**config.mk**
```make
export PLATFORM = sky130hd
export DESIGN_NAME = serial_bus_master_port_flat
export DESIGN_NICKNAME = d
export VERILOG_FILES = /design/src/rtl/serial_bus_pkg.sv /design/src/rtl/serial_bus_master_port_if.sv /design/src/rtl/serial_bus_shifter.sv /design/src/rtl/serial_bus_master_port.sv /design/src/flat_wrapper.sv
export SDC_FILE = /design/constraint.sdc
export NUM_CORES = 1
export LEC_CHECK = 0
export CAP_MARGIN = 30
export CORE_MARGIN = 8
export CORE_UTILIZATION = 50
export CTS_CLUSTER_SIZE = 16
export DETAILED_ROUTE_END_ITERATION = 12
export GPL_TIMING_DRIVEN = 0
export PLACE_DENSITY = 0.72
export RECOVER_POWER = 100
export SYNTH_ARGS = -nofsm -noshare
export SYNTH_HDL_FRONTEND = slang
export SYNTH_HIERARCHICAL = 1
export SYNTH_SLANG_ARGS = --single-unit
```
**constraint.sdc**
```tcl
create_clock -name clk -period 5.75 [get_ports clk]
set_input_delay 1.15 -clock clk [delete_from_list [all_inputs] [get_ports clk]]
set_output_delay 1.15 -clock clk [all_outputs]
set_load 0.01 [all_outputs]
```
**src/rtl/serial_bus_pkg.sv**
```systemverilog
// Shared definitions for both ends of the serial bus: FSM states, frame
// start marker, field encodings and the control-frame length helper.
package serial_bus_pkg;

    typedef enum logic [2:0] {
        IDLE,
        CTRL,
        WAIT_ACK,
        WRITE,
        READ,
        FINISH
    } bus_state_t;

    localparam logic [2:0] FRAME_START = 3'b111;

    localparam logic RW_WRITE  = 1'b1;
    localparam logic RW_READ   = 1'b0;
    localparam logic BURST_ON  = 1'b1;
    localparam logic BURST_OFF = 1'b0;

    // start(3) + slave id + rw(1) + burst(1) + address
    function automatic int ctrl_len(input int sid_w, input int addr_w);
        return 5 + sid_w + addr_w;
    endfunction

endpackage

```
**src/rtl/serial_bus_master_port_if.sv**
```systemverilog
// Serial bus wires between one master and the interconnect/slaves.
interface serial_bus_master_port_if;

    logic control;
    logic wD;
    logic valid;
    logic last;
    logic rD;
    logic ready;

    modport master (
        output control, wD, valid, last,
        input  rD, ready
    );

    modport slave (
        input  control, wD, valid, last,
        output rD, ready
    );

endinterface

```
**src/rtl/serial_bus_shifter.sv**
```systemverilog
// MSB-first shift register with parallel load and a count of bits shifted
// since the last load/clear. Used for the frame, write and read paths.
module serial_bus_shifter
    import serial_bus_pkg::*;
#(
    parameter int WIDTH = 8,
    parameter int CNT_W = $clog2(WIDTH + 1)
) (
    input  logic             clk,
    input  logic             rst,
    input  logic             clr,
    input  logic             load,
    input  logic [WIDTH-1:0] load_data,
    input  logic             shift,
    input  logic             sin,
    output logic [WIDTH-1:0] data,
    output logic [CNT_W-1:0] cnt
);

    // clear beats load beats shift; the new bit enters at the LSB
    always_ff @(posedge clk or posedge rst) begin
        if (rst) begin
            data <= '0;
            cnt  <= '0;
        end else if (clr) begin
            data <= '0;
            cnt  <= '0;
        end else if (load) begin
            data <= load_data;
            cnt  <= '0;
        end else if (shift) begin
            data <= {data[WIDTH-2:0], sin};
            cnt  <= cnt + 1'b1;
        end
    end

endmodule

```
**src/rtl/serial_bus_master_port.sv**
```systemverilog
// Serial bus master endpoint: takes a parallel host command, sends the control
// frame on `control`, then streams write words out on `wD` or collects read
// words from `rD`, pacing every data bit on the slave's `ready`.
module serial_bus_master_port
    import serial_bus_pkg::*;
#(
    parameter int DATA_WIDTH = 8,
    parameter int ADDR_WIDTH = 12,
    parameter int SID_WIDTH  = 3,
    parameter int LEN_WIDTH  = 4,
    parameter int TIMEOUT    = 255
) (
    input  logic                  clk,
    input  logic                  rst,
    input  logic                  cmd_valid,
    output logic                  cmd_ready,
    input  logic [SID_WIDTH-1:0]  cmd_slave_id,
    input  logic                  cmd_write,
    input  logic                  cmd_burst,
    input  logic [ADDR_WIDTH-1:0] cmd_addr,
    input  logic [LEN_WIDTH-1:0]  cmd_len,
    input  logic [DATA_WIDTH-1:0] wr_data,
    input  logic                  wr_valid,
    output logic                  wr_ready,
    output logic [DATA_WIDTH-1:0] rd_data,
    output logic                  rd_valid,
    output logic                  done,
    output logic                  error,
    serial_bus_master_port_if.master bus
);

    localparam int CTRL_LEN = ctrl_len(SID_WIDTH, ADDR_WIDTH);
    localparam int FCW      = $clog2(CTRL_LEN + 1);
    localparam int DCW      = $clog2(DATA_WIDTH + 1);
    localparam int TW       = $clog2(TIMEOUT + 1);

    localparam logic [FCW-1:0] FRAME_END  = FCW'(CTRL_LEN - 1);
    localparam logic [DCW-1:0] BIT_LAST   = DCW'(DATA_WIDTH - 1);
    localparam logic [DCW-1:0] BIT_PENULT = DCW'(DATA_WIDTH - 2);
    localparam logic [TW-1:0]  WAIT_END   = TW'(TIMEOUT - 1);

    bus_state_t state, state_nxt;

    logic [CTRL_LEN-1:0]   frame_q;
    logic [FCW-1:0]        frame_cnt;
    logic [DATA_WIDTH-1:0] wr_q, rd_q;
    logic [DCW-1:0]        wr_cnt, rd_cnt;

    logic                 rw_mode;
    logic                 wloaded, wloaded_nxt;
    logic [LEN_WIDTH-1:0] widx, widx_nxt;
    logic [LEN_WIDTH-1:0] last_idx, last_idx_nxt;
    logic [TW-1:0]        wcnt, wcnt_nxt;

    logic valid_r, last_r;
    logic valid_nxt, last_nxt, cmd_ready_nxt, wr_ready_nxt;
    logic rd_valid_nxt, done_nxt, error_nxt;
    logic [DATA_WIDTH-1:0] rd_data_nxt;

    logic frame_load, frame_shift, wr_load, wr_shift, rd_shift, rd_clr;

    // Only the MSB of the frame/write shifters and the low bits of the read
    // shifter leave this block; the rest is internal storage.
    logic unused_bits;
    assign unused_bits = ^{frame_q[CTRL_LEN-2:0], wr_q[DATA_WIDTH-2:0], rd_q[DATA_WIDTH-1]};

    serial_bus_shifter #(.WIDTH(CTRL_LEN), .CNT_W(FCW)) u_frame (
        .clk(clk), .rst(rst), .clr(1'b0),
        .load(frame_load),
        .load_data({FRAME_START, cmd_slave_id, cmd_write, cmd_burst, cmd_addr}),
        .shift(frame_shift), .sin(1'b0),
        .data(frame_q), .cnt(frame_cnt)
    );

    serial_bus_shifter #(.WIDTH(DATA_WIDTH), .CNT_W(DCW)) u_wr (
        .clk(clk), .rst(rst), .clr(1'b0),
        .load(wr_load), .load_data(wr_data),
        .shift(wr_shift), .sin(1'b0),
        .data(wr_q), .cnt(wr_cnt)
    );

    serial_bus_shifter #(.WIDTH(DATA_WIDTH), .CNT_W(DCW)) u_rd (
        .clk(clk), .rst(rst), .clr(rd_clr),
        .load(1'b0), .load_data('0),
        .shift(rd_shift), .sin(bus.rD),
        .data(rd_q), .cnt(rd_cnt)
    );

    // Shifters hold zeros outside their active phase, so the bus lines idle low.
    assign bus.control = frame_q[CTRL_LEN-1];
    assign bus.wD      = wr_q[DATA_WIDTH-1];
    assign bus.valid   = valid_r;
    assign bus.last    = last_r;

    // FSM state register
    always_ff @(posedge clk or posedge rst) begin
        if (rst) state <= IDLE;
        else     state <= state_nxt;
    end

    // Next state plus next values of every registered output
    always_comb begin
        state_nxt     = state;
        frame_load    = 1'b0;
        frame_shift   = 1'b0;
        wr_load       = 1'b0;
        wr_shift      = 1'b0;
        rd_shift      = 1'b0;
        rd_clr        = 1'b0;
        wloaded_nxt   = wloaded;
        widx_nxt      = widx;
        last_idx_nxt  = last_idx;
        wcnt_nxt      = wcnt;
        valid_nxt     = 1'b0;
        last_nxt      = last_r;
        cmd_ready_nxt = 1'b0;
        wr_ready_nxt  = 1'b0;
        rd_valid_nxt  = 1'b0;
        done_nxt      = 1'b0;
        error_nxt     = 1'b0;
        rd_data_nxt   = rd_data;

        unique case (state)
            IDLE: begin
                last_nxt = 1'b0;
                if (cmd_valid) begin
                    frame_load   = 1'b1;
                    last_idx_nxt = (cmd_burst == BURST_ON) ? cmd_len : '0;
                    widx_nxt     = '0;
                    valid_nxt    = 1'b1;
                    state_nxt    = CTRL;
                end else begin
                    cmd_ready_nxt = 1'b1;
                end
            end
            CTRL: begin
                frame_shift = 1'b1;
                valid_nxt   = 1'b1;
                if (frame_cnt == FRAME_END) begin
                    wcnt_nxt  = '0;
                    state_nxt = WAIT_ACK;
                end
            end
            WAIT_ACK: begin
                valid_nxt = 1'b1;
                if (bus.ready) begin
                    if (rw_mode == RW_READ) begin
                        rd_clr    = 1'b1;
                        state_nxt = READ;
                    end else begin
                        wloaded_nxt  = 1'b0;
                        wr_ready_nxt = 1'b1;
                        valid_nxt    = 1'b0;
                        state_nxt    = WRITE;
                    end
                end else if (wcnt == WAIT_END) begin
                    error_nxt     = 1'b1;
                    valid_nxt     = 1'b0;
                    cmd_ready_nxt = 1'b1;
                    state_nxt     = IDLE;
                end else begin
                    wcnt_nxt = wcnt + 1'b1;
                end
            end
            WRITE: begin
                if (!wloaded) begin
                    // stall with valid low until the host supplies a word
                    if (wr_valid && wr_ready) begin
                        wr_load     = 1'b1;
                        wloaded_nxt = 1'b1;
                        valid_nxt   = 1'b1;
                    end else begin
                        wr_ready_nxt = 1'b1;
                    end
                end else begin
                    valid_nxt = 1'b1;
                    if (bus.ready) begin
                        wr_shift = 1'b1;
                        if (wr_cnt == BIT_LAST) begin
                            wloaded_nxt = 1'b0;
                            valid_nxt   = 1'b0;
                            last_nxt    = 1'b0;
                            if (widx == last_idx) begin
                                done_nxt  = 1'b1;
                                state_nxt = FINISH;
                            end else begin
                                widx_nxt     = widx + 1'b1;
                                wr_ready_nxt = 1'b1;
                            end
                        end else if (wr_cnt == BIT_PENULT && widx == last_idx) begin
                            last_nxt = 1'b1;
                        end
                    end
                end
            end
            READ: begin
                valid_nxt = 1'b1;
                if (bus.ready) begin
                    if (rd_cnt == BIT_LAST) begin
                        // completed word goes straight to rd_data; shifter restarts
                        rd_clr       = 1'b1;
                        rd_data_nxt  = {rd_q[DATA_WIDTH-2:0], bus.rD};
                        rd_valid_nxt = 1'b1;
                        last_nxt     = 1'b0;
                        if (widx == last_idx) begin
                            valid_nxt = 1'b0;
                            done_nxt  = 1'b1;
                            state_nxt = FINISH;
                        end else begin
                            widx_nxt = widx + 1'b1;
                        end
                    end else begin
                        rd_shift = 1'b1;
                        if (rd_cnt == BIT_PENULT && widx == last_idx) last_nxt = 1'b1;
                    end
                end
            end
            FINISH: begin
                cmd_ready_nxt = 1'b1;
                state_nxt     = IDLE;
            end
            default: begin
                cmd_ready_nxt = 1'b1;
                state_nxt     = IDLE;
            end
        endcase
    end

    // Datapath counters and registered outputs
    always_ff @(posedge clk or posedge rst) begin
        if (rst) begin
            rw_mode   <= RW_READ;
            wloaded   <= 1'b0;
            widx      <= '0;
            last_idx  <= '0;
            wcnt      <= '0;
            valid_r   <= 1'b0;
            last_r    <= 1'b0;
            cmd_ready <= 1'b1;
            wr_ready  <= 1'b0;
            rd_valid  <= 1'b0;
            done      <= 1'b0;
            error     <= 1'b0;
            rd_data   <= '0;
        end else begin
            if (frame_load) rw_mode <= cmd_write;
            wloaded   <= wloaded_nxt;
            widx      <= widx_nxt;
            last_idx  <= last_idx_nxt;
            wcnt      <= wcnt_nxt;
            valid_r   <= valid_nxt;
            last_r    <= last_nxt;
            cmd_ready <= cmd_ready_nxt;
            wr_ready  <= wr_ready_nxt;
            rd_valid  <= rd_valid_nxt;
            done      <= done_nxt;
            error     <= error_nxt;
            rd_data   <= rd_data_nxt;
        end
    end

endmodule

```
**src/flat_wrapper.sv**
```systemverilog
// flat-port wrapper written by rule: the top's interface ports become plain ports
module serial_bus_master_port_flat import serial_bus_pkg::*;
#(
    parameter int DATA_WIDTH = 8,
    parameter int ADDR_WIDTH = 12,
    parameter int SID_WIDTH  = 3,
    parameter int LEN_WIDTH  = 4,
    parameter int TIMEOUT    = 255
)
  (clk, rst, cmd_valid, cmd_ready, cmd_slave_id, cmd_write, cmd_burst, cmd_addr, cmd_len, wr_data, wr_valid, wr_ready, rd_data, rd_valid, done, error, bus_control, bus_wD, bus_valid, bus_last, bus_rD, bus_ready);
  serial_bus_master_port_if bus_i ();
  input  logic clk;
  input  logic rst;
  input  logic cmd_valid;
  output logic cmd_ready;
  input  logic [SID_WIDTH-1:0] cmd_slave_id;
  input  logic cmd_write;
  input  logic cmd_burst;
  input  logic [ADDR_WIDTH-1:0] cmd_addr;
  input  logic [LEN_WIDTH-1:0] cmd_len;
  input  logic [DATA_WIDTH-1:0] wr_data;
  input  logic wr_valid;
  output logic wr_ready;
  output logic [DATA_WIDTH-1:0] rd_data;
  output logic rd_valid;
  output logic done;
  output logic error;
  output wire logic [$bits(bus_i.control)-1:0] bus_control;
  output wire logic [$bits(bus_i.wD)-1:0] bus_wD;
  output wire logic [$bits(bus_i.valid)-1:0] bus_valid;
  output wire logic [$bits(bus_i.last)-1:0] bus_last;
  input wire logic [$bits(bus_i.rD)-1:0] bus_rD;
  input wire logic [$bits(bus_i.ready)-1:0] bus_ready;
  assign bus_control = bus_i.control;
  assign bus_wD = bus_i.wD;
  assign bus_valid = bus_i.valid;
  assign bus_last = bus_i.last;
  assign bus_i.rD = bus_rD;
  assign bus_i.ready = bus_ready;
  serial_bus_master_port #(.DATA_WIDTH(DATA_WIDTH), .ADDR_WIDTH(ADDR_WIDTH), .SID_WIDTH(SID_WIDTH), .LEN_WIDTH(LEN_WIDTH), .TIMEOUT(TIMEOUT)) u_core (.clk(clk), .rst(rst), .cmd_valid(cmd_valid), .cmd_ready(cmd_ready), .cmd_slave_id(cmd_slave_id), .cmd_write(cmd_write), .cmd_burst(cmd_burst), .cmd_addr(cmd_addr), .cmd_len(cmd_len), .wr_data(wr_data), .wr_valid(wr_valid), .wr_ready(wr_ready), .rd_data(rd_data), .rd_valid(rd_valid), .done(done), .error(error), .bus(bus_i));
endmodule
```
==> summary.md, run 1 <==
| Metric | Value |
|---|---|
| Status | finished, final reports clean |
| CTS buffer count | 9 |
| Final period utilization | 56.6% |
| NetSw | 737 uW |
| Combinational fraction of design power | 38.6% |
| Internal | 1330 uW |
| Final WL | 9.42 mm |
| Sequential power share | 39.8% |
| Diodes inserted | 0 |
| Worst-Skew Late Latency | 0.35 ns |
| Clk sinks | 84 |
| Fmax | 307 MHz |
| DIE HEIGHT | 111 um |
| Die Width | 111 um |
| Crit-path max cell delay | 0.60 ns |
| Slew Viols, Final | 0 |
| CP bufs+invs | 4 |
| Final Power | 2060 uW |
| Met3 GRT Util | 3.46% |
| Mapped Cells | 444 |
| Max-cap violations | 0 |
| CTS tree | yes |
| Setup total negative slack | 0 ns |
| Hold_buf cts | 0 |
| Worst-Margin Slew | 1.06 ns |
| RSZ-0062 raised after global routing | no |
| Final hold vios | 0 |
| Gr usage total | 15.8% |
| Final nets | 565 |
| Final Skew | 0.0105 ns |
| Largest net degree at the start of global routing | 26 |
| CTS Root Cell | clkbuf_8 |
| Crit start category | input port |
| Tmin final | 3.25 ns |
| Most common cell on crit path | clkbuf_1 |
| 1st-pass router iterations | 4 |
| PortBufs | 51 |
| Pleak | 0.00236 uW |
| Pre-CTS WS | 2.34 ns |
| Antenna violations before repair | 0 |
| Top Family by Delay on Critical Path | buffers and inverters |
| Final instance area | 5390 um^2 |
| Part of the power in the clock network | 21.5% |
| Avg Inst Size Synth | 10.1 um^2 |
| Critical path data arrival time | 3.49 ns |
| Fin worst setup slack | 2.50 ns |
| Routed wire per std cell | 14.8 um |
| Total grt overflow | 0 |
| Share of cells above drive strength 1 | 7.39% |
| IO Pins | 52 |
| Area of the core | 8720 um^2 |
| Antenna Nets Post-Route | 0 |
| DIE AREA | 12300 um^2 |
| DRC errors left | 0 |
| Starting DRT DRC Count | 133 |
| Vias in the first global route | 3526 |
| Final HPWL DP | 6.98 mm |
| Setup Fix Bufs, Post-CTS | 0 |
| Critical Setup Path Class | input port to flop |
| GR peak layer | met2 |
| Placed Area | 5220 um^2 |
| Met2 usage in global routing | 24.9% |
| CP Cell Sequence | dlygate4sd3_1 > clkbuf_1 > nand3_1 > clkbuf_1 > o31ai_1 > clkbuf_1 > nor3_1 > mux2_2 |
| Max_slew headroom | 29.2% |
| Max VDD drop | 0.181 mV |
| Starting density of the core | 51.4% |
| Final GP Congestion | 0.854 |
| Synth Warn # | 6 |
| Hold Crit Class | flop to flop |
| Vias per std cell | 5.42 |
| Max clock buf depth | 2 |
| H-Tree Depth | 3 |
| Synth-to-layout area growth | 20.2% |
| Global routing usage on met1 | 20.6% |
| CTS-repair resized insts | 0 |
| Critical Path End Type | flop |
| # setup viols final | 0 |
| Global-route wire length before repair | 16.6 mm |
| Crit-path slowest cell | dlygate4sd3_1 |
| Vias post-DR | 3448 |
| Crit path max fanout | 10 |
| Core Rows | 34 |
| Mapped Area | 4490 um^2 |
| Sw frac | 35.7% |
| Worst EP required | 5.99 ns |
| Pwr dens | 383 nW/um^2 |
| Clock-pin slew on the worst setup and hold paths | 0.08 ns |
==> placed cells by master, fill, tap and decap left out, types with 20 or more instances in the layout <==
cell	instances
dfrtp_1	83
nand2_1	47
mux2i_1	38
a211oi_1	37
nor2b_1	37
clkdlybuf4s50_1	30
nor2_1	22
dlygate4sd3_1	21
o21ai_0	21
clkbuf_1	20
==> power by group through the flow <==
| stage | logic (uW) | registers [uW] | clock network (uW) |
|---|---|---|---|
| 2_1_floorplan | 616 | 814 | 0 |
| 3_3_place_gp | 793 | 831 | 0 |
| 3_5_place_dp | 813 | 836 | 0 |
| 4_1_cts | 818 | 825 | 459 |
| 5_1_grt | 878 | 843 | 486 |
| 6_report | 797 | 823 | 445 |
==> flip-flops by register name, indices dropped and copies added (netlist names), 3 cells and up <==
register	flops
u_core/u_wr/cnt	4
u_core/rd_data	8
u_core/wcnt	8
u_core/u_wr/data	8
u_core/widx	4
u_core/u_rd/cnt	4
u_core/last_idx	4
u_core/u_frame/data	20
u_core/u_frame/cnt	5
u_core/state	3
u_core/u_rd/data	7
==> layer usage <==
metal | wire length, um | up-vias | share of wire [%]
met5 | 0 | - | 0
met2 | 4290 | 78 | 46
met3 | 397 | 9 | 4.2
met1 | 4620 | 1638 | 49
li1 | - | 1723 | -
met4 | 109 | 0 | 1.2
==> area by class of cell <==
class	count	area, um^2
Tap cell	108	135
Sequential cell	84	2100
Timing Repair Buffer	53	518
Fill cell	770	3330
Buffer	26	191
Multi-Input combinational cell	338	2190
Clock buffer	11	131
Clock inverter	4	75.1
Inverter	12	45.0
==> worst register-to-register path: stages (launching register included) <==
cell and delay, ns:
dfrtp_1 0.44, clkbuf_1 0.38, nor3b_1 0.55, nand3_1 0.22, clkbuf_1 0.27, o31ai_1 0.17
clkbuf_1 0.36, nor3_1 0.09, mux2_2 0.27
==> path summary, 6_finish.rpt <==
check	startpoint	end	slack, ns	cells past startpoint
max in group asynchronous	rst	u_core/rd_data[7]$_DFFE_PP0P_	2.89	3
setup reg to reg	u_core/state[2]$_DFFE_PP0P_	u_core/u_rd/cnt[3]$_DFFE_PP0P_	2.90	8
setup / recovery	bus_ready	u_core/u_rd/cnt[3]$_DFFE_PP0P_	2.50	8
min in group asynchronous	rst	u_core/u_rd/data[2]$_DFFE_PP0P_	1.35	2
hold / removal	u_core/rd_data[6]$_DFFE_PP0P_	u_core/rd_data[6]$_DFFE_PP0P_	0.47	2
hold reg to reg	u_core/rd_data[6]$_DFFE_PP0P_	u_core/rd_data[6]$_DFFE_PP0P_	0.47	2
==> stage by stage <==
stage / std cells / util [%] / hold slack, ns
after CTS: 635 / 62.2 / 0.481
final: 636 / 61.9 / 0.471
after detailed placement: 620 / 59.9 / 0.461
after global placement: 619 / 59.5 / 0.460
after global routing: 636 / 61.9 / 0.504
after floorplan: 460 / - / 0.438
(Power assumes the default switching activity.)
==> run 2, diff against run 1 <==
- clock period: 5.75 -> 3.2 ns (I/O delays scaled with it)
==> run 2 against run 1 <==
Sequential share of layout area grew 0.063 points. Final cell count is the same. Hold slack lost 0.0020 ns. Die area is the same. First-iteration DRC count shrank 8.3%. Final area shrank 0.16%. Utilization shrank 0.10 points. Register-to-register slack lost 2.5 ns. Power grew 79%. Sequential cell count is the same. Critical path type is now flop to flop.
==> summary.md, run 2 (synthesized netlist as in run 1, its figures left out) <==
| Metric | Value |
|---|---|
| Fillers | 772 |
| Total grt overflow | 0 |
| Pleak | 0.00236 uW |
| Synth-to-layout area growth | 20.0% |
| Tmin final | 2.82 ns |
| Antenna Nets Post-Route | 0 |
| Max clock buf depth | 2 |
| Gr usage total | 15.8% |
| Placed cell count | 620 |
| Worst min-delay path endpoint | u_core/rd_data[6]$_DFFE_PP0P_ |
| Worst EP required | 3.44 ns |
| Hold_buf cts | 0 |
| Final Skew | 0.0101 ns |
| Vias per std cell | 5.39 |
| Starting DRT DRC Count | 122 |
| Vias post-DR | 3430 |
| Critical Path End Type | flop |
| CTS-repair resized insts | 0 |
| Critical Setup Path Class | flop to flop |
| Min-delay src | u_core/rd_data[6]$_DFFE_PP0P_ |
| Pwr dens | 687 nW/um^2 |
| Final period utilization | 88.0% |
| Worst reg-to-reg path cell count | 9 |
| Global-route wire length before repair | 16.6 mm |
| RR Startpoint | u_core/state[1]$_DFFE_PP0P_ |
| PortBufs | 51 |
| Max-cap violations | 0 |
| CTS tree | yes |
| IO Pins | 52 |
| CTS buffer count | 9 |
| Clk sinks | 84 |
| Setup total negative slack | 0 ns |
| DRC errors left | 0 |
| CTS Root Cell | clkbuf_8 |
| Vias in the first global route | 3526 |
| Diodes inserted | 0 |
| Largest register FFs | 20 |
| Status | finished, final reports clean |
| Final WL | 9.43 mm |
| Hold Crit Depth | 2 |
| Final Non-Filler Cells | 636 |
| Commonest non-fill, non-tap cells in the layout | dfrtp_1 (83), nand2_1 (47), mux2i_1 (38) |
| Final Power | 3700 uW |
| Critical path data arrival time | 3.05 ns |
| Starting density of the core | 51.4% |
| RSZ-0062 raised after global routing | no |
| Setup Fix Bufs, Post-CTS | 0 |
| Final nets | 565 |
| Slew Viols, Final | 0 |
| Worst-Margin Slew | 1.06 ns |
| Hold WS | 0.469 ns |
| Worst-Skew Late Latency | 0.35 ns |
| Max_slew headroom | 29.2% |
| Final GP Congestion | 0.854 |
| Area of the core | 8720 um^2 |
| Fmax | 355 MHz |
| Die Width | 111 um |
| Crit start category | flop |
| DIE HEIGHT | 111 um |
| Largest net degree at the start of global routing | 26 |
| Antenna violations before repair | 0 |
| DIE AREA | 12300 um^2 |
| H-Tree Depth | 3 |
| Clock-pin slew on the worst setup and hold paths | 0.08 ns |
| Core Rows | 34 |
| 1st-pass router iterations | 4 |
| Area of the multi-input gates | 2190 um^2 |
| Final HPWL DP | 6.98 mm |
| Hold Crit Class | flop to flop |
| Flop2flop setup slack | 0.38 ns |
| Most common cell after layout, fill and taps aside | dfrtp_1 |
| Routed wire per std cell | 14.8 um |
| Register area | 2100 um^2 |
| Max VDD drop | 0.326 mV |
| Final hold vios | 0 |
| R2r endpoint | u_core/u_frame/cnt[3]$_DFFE_PP0P_ |
| Share of cells above drive strength 1 | 7.20% |
| Crit path max fanout | 10 |
| # setup viols final | 0 |
| Largest reg by FF count | u_core/u_frame/data |
[run 2: cell type report]
type	count	share of cell area [%]
Multi-Input combinational cell	338	40.6
Sequential cell	84	39.1
Timing Repair Buffer	53	9.62
Buffer	26	3.51
Tap cell	108	2.51
Clock buffer	11	2.44
Clock inverter	4	1.39
Inverter	12	0.836
[run 2: where the power goes]
group          switching [uW]  internal, uW
logic                     775           648
registers                 184          1300
clock network             361           436
[run 2: through the flow]
stage                     setup WS, ns  cell area (um^2)  util, %
final                            0.383              5390     61.8
after detailed placement         0.300              5220     59.9
after global routing             0.170              5390     61.8
after floorplan                   1.12              4550        -
after global placement           0.344              5190     59.5
after CTS                        0.485              5430     62.2
[run 2: critical path, cell delays in order (launching register included)]
cell      delay [ns]
dfrtp_1         0.37
clkbuf_1        0.22
clkbuf_1        0.26
nor2_1          0.24
nand3b_1        0.33
inv_1           0.22
clkbuf_1        0.33
clkbuf_1        0.38
nor3b_1         0.09
mux2_2          0.27
[run 2: how the worst max path moves through the flow]
stage / from / to / slack (ns) / depth (start not counted)
finish: u_core/state[1]$_DFFE_PP0P_ / u_core/u_frame/cnt[3]$_DFFE_PP0P_ / 0.38 / 9
global placement: bus_ready / u_core/u_rd/cnt[3]$_DFFE_PP0P_ / 0.34 / 8
CTS: u_core/state[2]$_DFFE_PP0P_ / u_core/u_rd/cnt[3]$_DFFE_PP0P_ / 0.48 / 8
floorplan: u_core/state[2]$_DFFE_PP0P_ / u_core/u_rd/cnt[3]$_DFFE_PP0P_ / 1.12 / 8
global route: u_core/state[1]$_DFFE_PP0P_ / u_core/u_frame/cnt[3]$_DFFE_PP0P_ / 0.17 / 9
detailed placement: bus_ready / u_core/u_rd/cnt[3]$_DFFE_PP0P_ / 0.30 / 8
[run 2: per-layer routing]
layer	global-route usage, %	up-vias	wire, um
met5	0	-	0
met4	6.13	0	102
met3	3.46	7	367
met2	24.9	68	4310
met1	20.6	1634	4650
li1	-	1721	-
